===== config.mk =====
export PLATFORM = sky130hd
export DESIGN_NAME = rf_wb_arbiter
export DESIGN_NICKNAME = d
export VERILOG_FILES = /design/src/rtl/rf_wb_arbiter.sv
export SDC_FILE = /design/constraint.sdc
export NUM_CORES = 1
export LEC_CHECK = 0
export BUFFER_PORTS_ARGS = -buffer_cell sky130_fd_sc_hd__buf_2
export CORE_MARGIN = 2
export CORE_UTILIZATION = 52
export CTS_BUF_LIST = sky130_fd_sc_hd__clkbuf_16
export DETAILED_ROUTE_END_ITERATION = 10
export PLACE_DENSITY = 0.92
export SLEW_MARGIN = 15
export SYNTH_ARGS = -nofsm -noshare
export SYNTH_HDL_FRONTEND = slang
export SYNTH_SLANG_ARGS = --single-unit

===== constraint.sdc =====
create_clock -name clk -period 6.1 [get_ports clk]
set_clock_uncertainty 0.1 [all_clocks]
set_input_delay 0.305 -clock clk [delete_from_list [all_inputs] [get_ports clk]]
set_output_delay 0.305 -clock clk [all_outputs]
set_load 0.01 [all_outputs]

===== src/rtl/rf_wb_arbiter.sv =====
// Write-back arbiter for the RV32I register file: N_REQ producers share one write port,
// plus a per-register busy scoreboard for RAW hazard detection at issue.

module rf_wb_sb_cell (
    input  logic clk,
    input  logic rst,
    input  logic set,
    input  logic clr,
    output logic busy
);
    // A new reservation outranks a commit landing on the same edge.
    always_ff @(posedge clk or posedge rst) begin
        if (rst)      busy <= 1'b0;
        else if (set) busy <= 1'b1;
        else if (clr) busy <= 1'b0;
    end
endmodule

module rf_wb_arbiter #(
    parameter int N_REQ = 3,
    parameter bit RR_EN = 1'b1
) (
    input  logic                 clk,
    input  logic                 rst,
    input  logic [N_REQ-1:0]     req_valid,
    output logic [N_REQ-1:0]     req_ready,
    input  logic [5*N_REQ-1:0]   req_rd,
    input  logic [32*N_REQ-1:0]  req_data,
    input  logic                 alloc_valid,
    input  logic [4:0]           alloc_rd,
    output logic [31:0]          sb_busy,
    output logic                 cu_rdwrite,
    output logic [4:0]           rd_addr,
    output logic [31:0]          rd_in,
    output logic [1:0]           grant_id
);
    typedef struct packed {
        logic [4:0]  rd;
        logic [31:0] data;
    } wb_req_t;

    wb_req_t [N_REQ-1:0] reqs;
    wb_req_t             sel;
    logic [1:0]          ptr, ptr_nxt, start, gnt_idx;
    logic [2:0]          sum, idx;
    logic                any;

    for (genvar i = 0; i < N_REQ; i++) begin : g_unpack
        assign reqs[i].rd   = req_rd[5*i +: 5];
        assign reqs[i].data = req_data[32*i +: 32];
    end

    assign start = RR_EN ? ptr : 2'd0;

    // First valid index at or above the start point, wrapping modulo N_REQ.
    always_comb begin
        req_ready = '0;
        gnt_idx   = '0;
        ptr_nxt   = ptr;
        sel       = '0;
        any       = 1'b0;
        sum       = '0;
        idx       = '0;
        for (int k = 0; k < N_REQ; k++) begin
            sum = {1'b0, start} + 3'(k);
            idx = (sum >= 3'(N_REQ)) ? sum - 3'(N_REQ) : sum;
            if (!any && req_valid[idx]) begin
                any            = 1'b1;
                req_ready[idx] = 1'b1;
                gnt_idx        = idx[1:0];
                sel            = reqs[idx];
                ptr_nxt        = (idx == 3'(N_REQ - 1)) ? 2'd0 : idx[1:0] + 2'd1;
            end
        end
    end

    // Output stage: address/data hold when idle, write enable is a one-cycle pulse.
    always_ff @(posedge clk or posedge rst) begin
        if (rst) begin
            cu_rdwrite <= 1'b0;
            rd_addr    <= '0;
            rd_in      <= '0;
            grant_id   <= '0;
            ptr        <= '0;
        end else begin
            cu_rdwrite <= any && (sel.rd != 5'd0);
            if (any) begin
                rd_addr  <= sel.rd;
                rd_in    <= sel.data;
                grant_id <= gnt_idx;
                ptr      <= ptr_nxt;
            end
        end
    end

    assign sb_busy[0] = 1'b0;

    // Clearing on cu_rdwrite means busy drops on the same edge the register file commits.
    for (genvar r = 1; r < 32; r++) begin : g_sb
        rf_wb_sb_cell u_cell (
            .clk  (clk),
            .rst  (rst),
            .set  (alloc_valid && (alloc_rd == 5'(r))),
            .clr  (cu_rdwrite && (rd_addr == 5'(r))),
            .busy (sb_busy[r])
        );
    end
endmodule

==> results.cfg, run 1 <==
[route]
drc_errors_left = 0
average_via_count_per_standard_cell = 6.236
dr.first_iter.drc_count = 604
met2_length_microns = 8362
total_wire_length_after_detailed_routing_microns = 18050
top_layer = met5
route.antenna.remaining_nets = 0
vias = 6542
dr.pass1.iters = 5
wl_per_cell_microns = 17.20
wl_met3_microns = 1730
metal_1_wl_microns = 7386

[power]
power.combinational.fraction_pct = 67.3
power.internal_mw = 2.435
power.switching_fraction_pct = 49.42
net-switching-power_mw = 2.379
pwr_density_cell_nw_per_um2 = 682.6
power.sequential.fraction_pct = 19.2
p_clk_share_pct = 13.5
power.total_mw = 4.814
total_leakage_power_nw = 3.116
max-vdd-ir-drop_v = 0.0004824

[placed_design]
place.detailed.hpwl_microns = 12290
placed_area_sq_um = 6685
port_buffers = 195
finalWeightedCongestion = 0.8650

[sta]
final_worst_path_period_need_ns = 4.543
rsz0062_at_grt = no
worst_slew_pin_slew_ns = 1.152
timing_hold_violations_final = 0
fmaxAchievable_ghz = 0.2201
max_slew_violations = 0
final_sum_of_negative_setup_slack_ns = 0
final-setup-viol-count = 0
fin_crit_sh_pct = 74.47
hold-worst-slack_ns = 0.1655
timing.slew.headroom_pct = 22.93

[critical_path]
worst-r2r-setup-slack_ns = 1.56
crit-reg2reg-capture = rd_addr[0]$_DFFE_PP0P_
timing.rr.start = ptr[0]$_DFFE_PP0P_
worstPathBufferInverterCount = 1
timing.critical_path.mode_cell = sky130_fd_sc_hd__nand2_1
critical_path_endpoint_category = flop
crit_path_max_incr_delay_ns = 0.93
crit_chain = inv_1, ha_4, nor2b_4, o2bb2ai_2, nand2_1, o221ai_1, o21ai_1, nand2_1
worst-path-max-fanout = 84
worst_ep_arrival_time_ns = 4.70
worst_path_max_delay_cell = sky130_fd_sc_hd__nor2b_4
critPathRequiredTime_ns = 6.26
critical_path_class = reg2reg
reg2regPathDepth = 8
path_delay_family = simple AND/OR/NAND/NOR gates
startpoint_types = flop

[logic_synthesis]
synthesis.instances = 783
yosys_warnings = 0
synth.yosys.seq_area_share_pct = 30.65
yosysTopAreaCellShare_pct = 30.65
synth_area_sq_um = 5961
synthesis.nets = 909
synth.avg_cell_area_sq_um = 7.613
synth-seq-cells = 73
synth.lib_cells_used.distinct = 39
post_synth_main_area_contributors = sky130_fd_sc_hd__dfrtp_1 (31%), sky130_fd_sc_hd__a21oi_1 (13%), sky130_fd_sc_hd__mux2i_1 (8.2%)
post-synth-top-area-cell = sky130_fd_sc_hd__dfrtp_1

[floorplanning]
placement_rows = 39
die-height_microns = 111.1
core_area_sq_um = 11320
start_util_pct = 52.65
die_width_microns = 111.1
ios = 197
die_area_sq_um = 12340

[worst_hold_path]
min-delay-path-class = in2async

[clocking]
clock_tree.buffer_depth = 2
clkTransAtPathRegs_ns = 0.06
htreeDepth = 3
post_cts_resized = 0
post_cts.repair.setup_buffers = 0
clkSinkCount = 73
cts.root.buffer_cell = sky130_fd_sc_hd__clkbuf_16
clkLatencyLatePin_ns = 0.33
tritoncts_clock_tree = built
tritoncts.num_buffers = 9
post_cts_hold_buffer_count = 0

[cells_and_area]
drive_above_1_share_pct = 25.39
diodes = 0
synthesis_to_finish_area_growth_pct = 18.30
fillCellCount = 1016
fin_area_sq_um = 7052
design.final.nets = 1027

[global_route]
grt.total_usage_pct = 28.48
grt_max_degree = 85
vias_in_the_first_global_route = 5870
initial_antenna_violation_count = 2
grt_pass1_wl_microns = 29120
grt.overflow.total = 0

[status]
run_status = finished, final reports clean

[flow_run]
max_cap_viol_count = 0
## power by group through the flow
stage / sequential (mW) / combinational, mW / clock [mW]
finish: 0.924 / 3.24 / 0.651
global route: 0.948 / 3.54 / 0.680
CTS: 0.918 / 3.19 / 0.655
detailed placement: 0.917 / 3.17 / 0
global placement: 0.922 / 3.08 / 0
floorplan: 0.925 / 2.54 / 0
## logic make-up (layout without fill, tap and decap cells)
kind of cell	Yosys count	count (layout)	synth area share (%)
compound gates	325	325	32.89
simple gates	232	232	17.53
buf+inv	98	221	9.425
flops	73	73	30.65
mux	50	50	8.606
fa+ha+maj	4	4	0.8397
other cells	1	1	0.06291
## state kept, by name, summed over array words and instances (netlist names)
name,cells
cu_rdwrite,1
g_sb.u_cell.busy,31
grant_id,2
ptr,2
rd_addr,5
rd_in,32
## routing by layer
| layer | vias to the layer above | GRT usage (%) |
|---|---|---|
| met1 | 3040 | 36.74 |
| met4 | 4 | 12.35 |
| met2 | 395 | 46.46 |
| met3 | 55 | 6.014 |
| met5 | - | 0 |
| li1 | 3048 | - |
## cells in the mapped netlist, drive strengths merged
cell type,count
nand4,2
o2bb2ai,10
nor4,1
o21ai,74
a211oi,8
nand2,31
clkbuf,15
o22ai,26
or2,2
mux2i,50
ha,4
o221ai,5
nor2,129
o22a,1
a31oi,6
a221o,26
a21oi,153
nand3,18
inv,4
nand2b,5
o211ai,4
conb,1
a2bb2oi,3
buf,79
a22o,3
nor2b,41
a21o,6
dfrtp,73
nor3,2
nand3b,1
## stage by stage
stage	setup slack, ns	instances	utilization, %
3_3_place_gp	1.915	1033	59.05
6_report	1.557	1049	62.29
5_1_grt	1.343	1049	62.29
4_1_cts	1.689	1049	62.29
2_1_floorplan	3.842	783	-
3_5_place_dp	1.819	1033	59.05
## worst max path at each step
| stage | from | endpoint | slack [ns] | depth (start not counted) |
|---|---|---|---|---|
| final | ptr[0]$_DFFE_PP0P_ | rd_addr[0]$_DFFE_PP0P_ | 1.56 | 8 |
| after global routing | ptr[0]$_DFFE_PP0P_ | rd_addr[0]$_DFFE_PP0P_ | 1.34 | 8 |
| after CTS | ptr[0]$_DFFE_PP0P_ | rd_addr[0]$_DFFE_PP0P_ | 1.69 | 8 |
| after detailed placement | ptr[0]$_DFFE_PP0P_ | rd_addr[0]$_DFFE_PP0P_ | 1.82 | 8 |
| after global placement | ptr[0]$_DFFE_PP0P_ | cu_rdwrite$_DFF_PP0_ | 1.91 | 8 |
| after floorplan | rst | cu_rdwrite$_DFF_PP0_ | 3.84 | 1 |
## worst min-delay path: cells and delay by family
family,cells,cell delay (ns)
buffers and inverters,3,0.83
## layout by cell type (no fill, tap or decap), types with 5 or more instances in the layout
| master | n |
|---|---|
| sky130_fd_sc_hd__o22ai_1 | 26 |
| sky130_fd_sc_hd__a221o_1 | 26 |
| sky130_fd_sc_hd__nor2b_1 | 38 |
| sky130_fd_sc_hd__clkbuf_16 | 9 |
| sky130_fd_sc_hd__nand2b_1 | 5 |
| sky130_fd_sc_hd__buf_4 | 6 |
| sky130_fd_sc_hd__nor2_1 | 129 |
| sky130_fd_sc_hd__a21o_1 | 6 |
| sky130_fd_sc_hd__o21ai_1 | 10 |
| sky130_fd_sc_hd__o21ai_0 | 63 |
| sky130_fd_sc_hd__nand3_1 | 18 |
| sky130_fd_sc_hd__buf_2 | 195 |
| sky130_fd_sc_hd__a211oi_1 | 8 |
| sky130_fd_sc_hd__nand2_1 | 31 |
| sky130_fd_sc_hd__o221ai_1 | 5 |
| sky130_fd_sc_hd__dfrtp_1 | 73 |
| sky130_fd_sc_hd__a21oi_1 | 153 |
| sky130_fd_sc_hd__o2bb2ai_1 | 8 |
| sky130_fd_sc_hd__a31oi_1 | 6 |
| sky130_fd_sc_hd__mux2i_1 | 49 |
## final cells by class
class | count | area, sq um | share of cell area [%]
clock buffer | 9 | 225.2 | 3.194
clock inverter | 7 | 141.4 | 2.005
inverter | 4 | 16.27 | 0.2307
multi-input combinational | 612 | 3642 | 51.65
sequential | 73 | 1827 | 25.90
tap | 143 | 178.9 | 2.537
timing repair buffer | 201 | 1021 | 14.48
Power figures use the tool's default switching activity.
==> run 2, diff against run 1 <==
==> constraint.sdc (replaced) <==
create_clock -name clk -period 4.61 [get_ports clk]
set_clock_uncertainty 0.1 [all_clocks]
set_input_delay 0.2305 -clock clk [delete_from_list [all_inputs] [get_ports clk]]
set_output_delay 0.2305 -clock clk [all_outputs]
set_load 0.01 [all_outputs]
==> run 2 against run 1 <==
Worst hold slack worse by 0.074 ns; highest routed layer is now met4; clock-buffer cell count stayed put; critical path depth is 2 lower; routed wire length is 1.0% lower.
==> results.cfg, run 2 (synthesis results as in run 1) <==
[cells_and_area]
fin_area_sq_um = 7009
synthesis_to_finish_area_growth_pct = 17.59
design.final.nets = 1031
commonest_cells_after_routing_fill_and_taps_aside = sky130_fd_sc_hd__buf_2 (195), sky130_fd_sc_hd__a21oi_1 (153), sky130_fd_sc_hd__nor2_1 (129)
fillCellCount = 1006
largest_register_ff_count = 32
largestRegisters = rd_in x32, g_sb.u_cell.busy x31, rd_addr x5
largest_register = rd_in
drive_above_1_share_pct = 25.49
finalNonFillerCells = 1054
most_frequent_standard_cell_in_the_layout_excluding_fill_and_tap_cells = sky130_fd_sc_hd__buf_2

[critical_path]
path_delay_family = simple AND/OR/NAND/NOR gates
worst_path_max_delay_cell = sky130_fd_sc_hd__nor2b_4
critical_path_endpoint_category = output port
crit_start = ptr[0]$_DFFE_PP0P_
crit_chain = inv_1, ha_4, nor2b_4, a2bb2oi_4, a31oi_1, buf_2
worst-path-max-fanout = 38
timing.rr.start = ptr[0]$_DFFE_PP0P_
crit_path_max_incr_delay_ns = 0.92
worstPathBufferInverterCount = 2
critPathRequiredTime_ns = 4.28
worst_ep_arrival_time_ns = 3.33
startpoint_types = flop
critical_path_class = reg2out

[floorplanning]
start_util_pct = 52.65
placement_rows = 39
die-height_microns = 111.1
die_area_sq_um = 12340
core_area_sq_um = 11320
ios = 197
die_width_microns = 111.1

[route]
dr.pass1.iters = 6
dr.first_iter.drc_count = 787
wl_per_cell_microns = 16.94
average_via_count_per_standard_cell = 6.172
route.antenna.remaining_nets = 0
vias = 6505
total_wire_length_after_detailed_routing_microns = 17860
drc_errors_left = 0

[global_route]
grt.total_usage_pct = 28.32
grt_pass1_wl_microns = 28790
grt.overflow.total = 0
grt_max_degree = 105
vias_in_the_first_global_route = 5888
initial_antenna_violation_count = 1

[power]
pwr_density_cell_nw_per_um2 = 886.7
total_leakage_power_nw = 3.105
max-vdd-ir-drop_v = 0.0006075

[sta]
final_worst_path_period_need_ns = 3.658
max_slew_violations = 0
final-setup-viol-count = 0
worst_slew_pin_slew_ns = 1.040
hold-worst-slack_ns = 0.09129
timing_hold_violations_final = 0
fin_crit_sh_pct = 79.36
fmaxAchievable_ghz = 0.2733
final_sum_of_negative_setup_slack_ns = 0
timing.slew.headroom_pct = 30.51
rsz0062_at_grt = no

[flow_run]
max_cap_viol_count = 0

[clocking]
cts.root.buffer_cell = sky130_fd_sc_hd__clkbuf_16
clkTransAtPathRegs_ns = 0.06
tritoncts_clock_tree = built
clkLatencyLatePin_ns = 0.34
clock_tree.buffer_depth = 2
tritoncts.num_buffers = 9
post_cts_resized = 0
clkSinkCount = 73
htreeDepth = 3

[worst_hold_path]
timing.hold.worst.start = req_data[95]
min-delay-path-class = in2reg

[placed_design]
place.detailed.hpwl_microns = 12350
placedCellCount = 1036
finalWeightedCongestion = 0.9041
placed_area_sq_um = 6708
port_buffers = 195

[status]
run_status = finished, final reports clean
-- run 2: cell types whose count changed in the layout (fill, tap and decap cells not counted), sizes merged --
| cell | before | now |
|---|---|---|
| bufinv | 4 | 1 |
| diode | 0 | 1 |
| inv | 4 | 5 |
| clkinvlp | 0 | 1 |
| clkinv | 3 | 4 |
| buf | 201 | 204 |
| dlygate4sd3 | 0 | 1 |
-- run 2: final cells by class --
type | count | area (sq um) | area share, %
flip-flops and latches | 73 | 1827 | 26.06
diodes | 1 | 2.502 | 0.03570
multi-input cells | 612 | 3642 | 51.96
repair buffers | 205 | 1054 | 15.03
inverters | 4 | 16.27 | 0.2321
clock buffers | 9 | 225.2 | 3.213
well taps | 143 | 178.9 | 2.553
clock inverters | 7 | 63.81 | 0.9104
-- run 2: worst min-delay path: stages --
cell	delay [ns]
sky130_fd_sc_hd__buf_2	0.10
sky130_fd_sc_hd__a21oi_1	0.06
sky130_fd_sc_hd__o21ai_1	0.10
-- run 2: power breakdown --
part	switching, mW	leakage, nW	internal (mW)
registers	0.233	0.881	0.985
logic	2.63	2.08	1.68
clock network	0.273	0.148	0.414
total	3.14	3.11	3.08
-- run 2: final timing paths --
path	to	slack (ns)	cells past startpoint
max	req_ready[0]	0.95	6
min	rd_in[31]$_DFFE_PP0P_	0.09	3
max reg2reg	rd_in[12]$_DFFE_PP0P_	1.22	8
min reg2reg	grant_id[0]$_DFFE_PP0P_	0.38	2
max in group asynchronous	rd_in[2]$_DFFE_PP0P_	3.11	4
min in group asynchronous	g_sb[26].u_cell.busy$_DFFE_PP0P_	0.30	3
-- run 2: metal layers --
layer | global-route usage (%) | vias up | wire, microns
li1 | - | 3052 | -
met1 | 36.62 | 2991 | 7016
met2 | 44.91 | 405 | 8402
met3 | 7.108 | 57 | 1859
met4 | 13.00 | 0 | 580
met5 | 0 | - | 0
-- run 2: what timing repair did --
action / 4_1_cts / 5_1_grt
buffers inserted: 0 / 0
hold buffers: 1 / 0
hold endpoints to repair: 21 / 0
-- run 2: stage by stage --
stage	power [mW]	setup slack (ns)	utilization (%)
2_1_floorplan	4.579	2.426	-
3_5_place_dp	5.479	1.286	59.25
4_1_cts	6.167	1.002	61.89
3_3_place_gp	5.352	1.361	59.25
6_report	6.215	0.9515	61.91
5_1_grt	6.718	0.8078	61.89
==> run 3, diff against run 2 <==
==> constraint.sdc (replaced) <==
create_clock -name clk -period 3.6 [get_ports clk]
set_clock_uncertainty 0.1 [all_clocks]
set_input_delay 0.18 -clock clk [delete_from_list [all_inputs] [get_ports clk]]
set_output_delay 0.18 -clock clk [all_outputs]
set_load 0.01 [all_outputs]
==> run 3 against run 2 <==
Clock-buffer cell count is the same; non-clock buffer count up 7; routed wire length is 2.1% higher; design area is 1.8% higher; first-iteration DRC count is 24% higher; setup slack got worse by 0.66 ns; clock power grew 53%; critical path type unchanged; largest power group unchanged.
==> results.cfg, run 3 (synthesis results as in run 1) <==
[floorplanning]
ios = 197
die-height_microns = 111.1
die_width_microns = 111.1
core_area_sq_um = 11320
die_area_sq_um = 12340
placement_rows = 39
start_util_pct = 52.65

[cells_and_area]
largest_register_ff_count = 32
largest_register = rd_in
finalNonFillerCells = 1062
synthesis_to_finish_area_growth_pct = 19.73
fin_area_sq_um = 7137
design.final.nets = 1038
drive_above_1_share_pct = 26.28
largestRegisters = rd_in x32, g_sb.u_cell.busy x31, rd_addr x5
most_frequent_standard_cell_in_the_layout_excluding_fill_and_tap_cells = sky130_fd_sc_hd__buf_2
commonest_cells_after_routing_fill_and_taps_aside = sky130_fd_sc_hd__buf_2 (195), sky130_fd_sc_hd__a21oi_1 (153), sky130_fd_sc_hd__nor2_1 (129)

[sta]
timing_hold_violations_final = 0
fmaxAchievable_ghz = 0.3018
worst_slew_pin_slew_ns = 0.7789
max_slew_violations = 0
final-setup-viol-count = 0
timing.slew.headroom_pct = 48.08
rsz0062_at_grt = no
final_sum_of_negative_setup_slack_ns = 0
fin_crit_sh_pct = 92.03
final_worst_path_period_need_ns = 3.313

[route]
drc_errors_left = 0
dr.first_iter.drc_count = 977
route.antenna.remaining_nets = 0
dr.pass1.iters = 5
average_via_count_per_standard_cell = 6.210
vias = 6595
total_wire_length_after_detailed_routing_microns = 18230
wl_per_cell_microns = 17.16

[critical_path]
critical_path_endpoint_category = output port
startpoint_types = flop
worst_path_max_delay_cell = sky130_fd_sc_hd__a2bb2oi_4
crit_path_max_incr_delay_ns = 0.58
worst-r2r-setup-slack_ns = 0.51
worst_ep_arrival_time_ns = 3.03
critical_path_class = reg2out
critPathRequiredTime_ns = 3.32
worst-path-max-fanout = 34
crit_chain = inv_1, ha_4, mux2i_1, a2bb2oi_4, nand3_1, a31oi_1, buf_2

[clocking]
clkSinkCount = 73
clkTransAtPathRegs_ns = 0.06
post_cts_hold_buffer_count = 1
tritoncts.num_buffers = 9
post_cts_resized = 0
cts.root.buffer_cell = sky130_fd_sc_hd__clkbuf_16
post_cts.repair.setup_buffers = 0
clock_tree.buffer_depth = 2
tritoncts_clock_tree = built
htreeDepth = 3
clkLatencyLatePin_ns = 0.33

[power]
pwr_density_cell_nw_per_um2 = 1160
max-vdd-ir-drop_v = 0.0008754
total_leakage_power_nw = 3.164

[worst_hold_path]
min-delay-path-class = in2reg

[flow_run]
max_cap_viol_count = 0

[global_route]
grt.overflow.total = 0
grt_max_degree = 51
initial_antenna_violation_count = 2
grt.total_usage_pct = 28.61
grt_pass1_wl_microns = 29330
vias_in_the_first_global_route = 6075

[placed_design]
port_buffers = 195
place.detailed.hpwl_microns = 12700
finalWeightedCongestion = 0.8837
placed_area_sq_um = 6773
placedCellCount = 1043

[status]
run_status = finished, final reports clean
## run 3: cell count changes in the layout (fill, tap and decap cells not counted), sizes merged
cell and delta:
buf +7, bufinv +2, clkinv -3, diode +1, inv +1
## run 3: per-stage QoR
stage | worst slack [ns] | utilization (%) | hold WS (ns) | total power [mW]
after global placement | 0.7576 | 59.83 | 0.2291 | 6.953
after floorplan | 1.467 | - | 0.2125 | 5.864
final | 0.2870 | 63.04 | 0.05788 | 8.281
after global routing | 0.1676 | 63.04 | 0.09067 | 8.901
after CTS | 0.3243 | 63.00 | 0.04567 | 8.208
after detailed placement | 0.6350 | 59.83 | 0.2320 | 7.139
## run 3: area by class of cell
class                   instances  area (sq um)
multi-input cells             612          3642
fillers                       992          4184
well taps                     143         178.9
diodes                          2         5.005
flip-flops and latches         73          1827
repair buffers                212          1119
inverters                       4         16.27
clock inverters                 7         123.9
clock buffers                   9         225.2
## run 3: metal layers
layer | vias to the layer above | part of all wire [%] | track usage, %
li1 | 3074 | - | -
met1 | 3023 | 40 | 36.34
met2 | 427 | 46 | 46.26
met3 | 71 | 10 | 6.834
met4 | 0 | 3.9 | 13.33
met5 | - | 0 | 0
## run 3: worst max-delay path, delay by kind of cell (launching register included)
family	cells	cell delay (ns)
and+or+nand+nor	1	0.14
buffers and inverters	2	0.32
adders and majority gates	1	0.44
AOI/OAI and AO/OA	2	0.88
muxes	1	0.49
DFF	1	0.43
## run 3: final timing paths
check / startpoint / endpoint / cells past startpoint
max: ptr[1]$_DFFE_PP0P_ / req_ready[0] / 7
max in group asynchronous: rst / g_sb[4].u_cell.busy$_DFFE_PP0P_ / 4
max reg2reg: ptr[1]$_DFFE_PP0P_ / cu_rdwrite$_DFF_PP0_ / 9
min: req_data[95] / rd_in[31]$_DFFE_PP0P_ / 3
min in group asynchronous: rst / rd_in[2]$_DFFE_PP0P_ / 3
min reg2reg: grant_id[0]$_DFFE_PP0P_ / grant_id[0]$_DFFE_PP0P_ / 2
## run 3: report_power, final
group / internal, mW / total [mW] / switching (mW)
Sequential: 1.26 / 1.56 / 0.299
Combinational: 2.24 / 5.67 / 3.44
Clock: 0.684 / 1.05 / 0.365
Total: 4.18 / 8.28 / 4.10
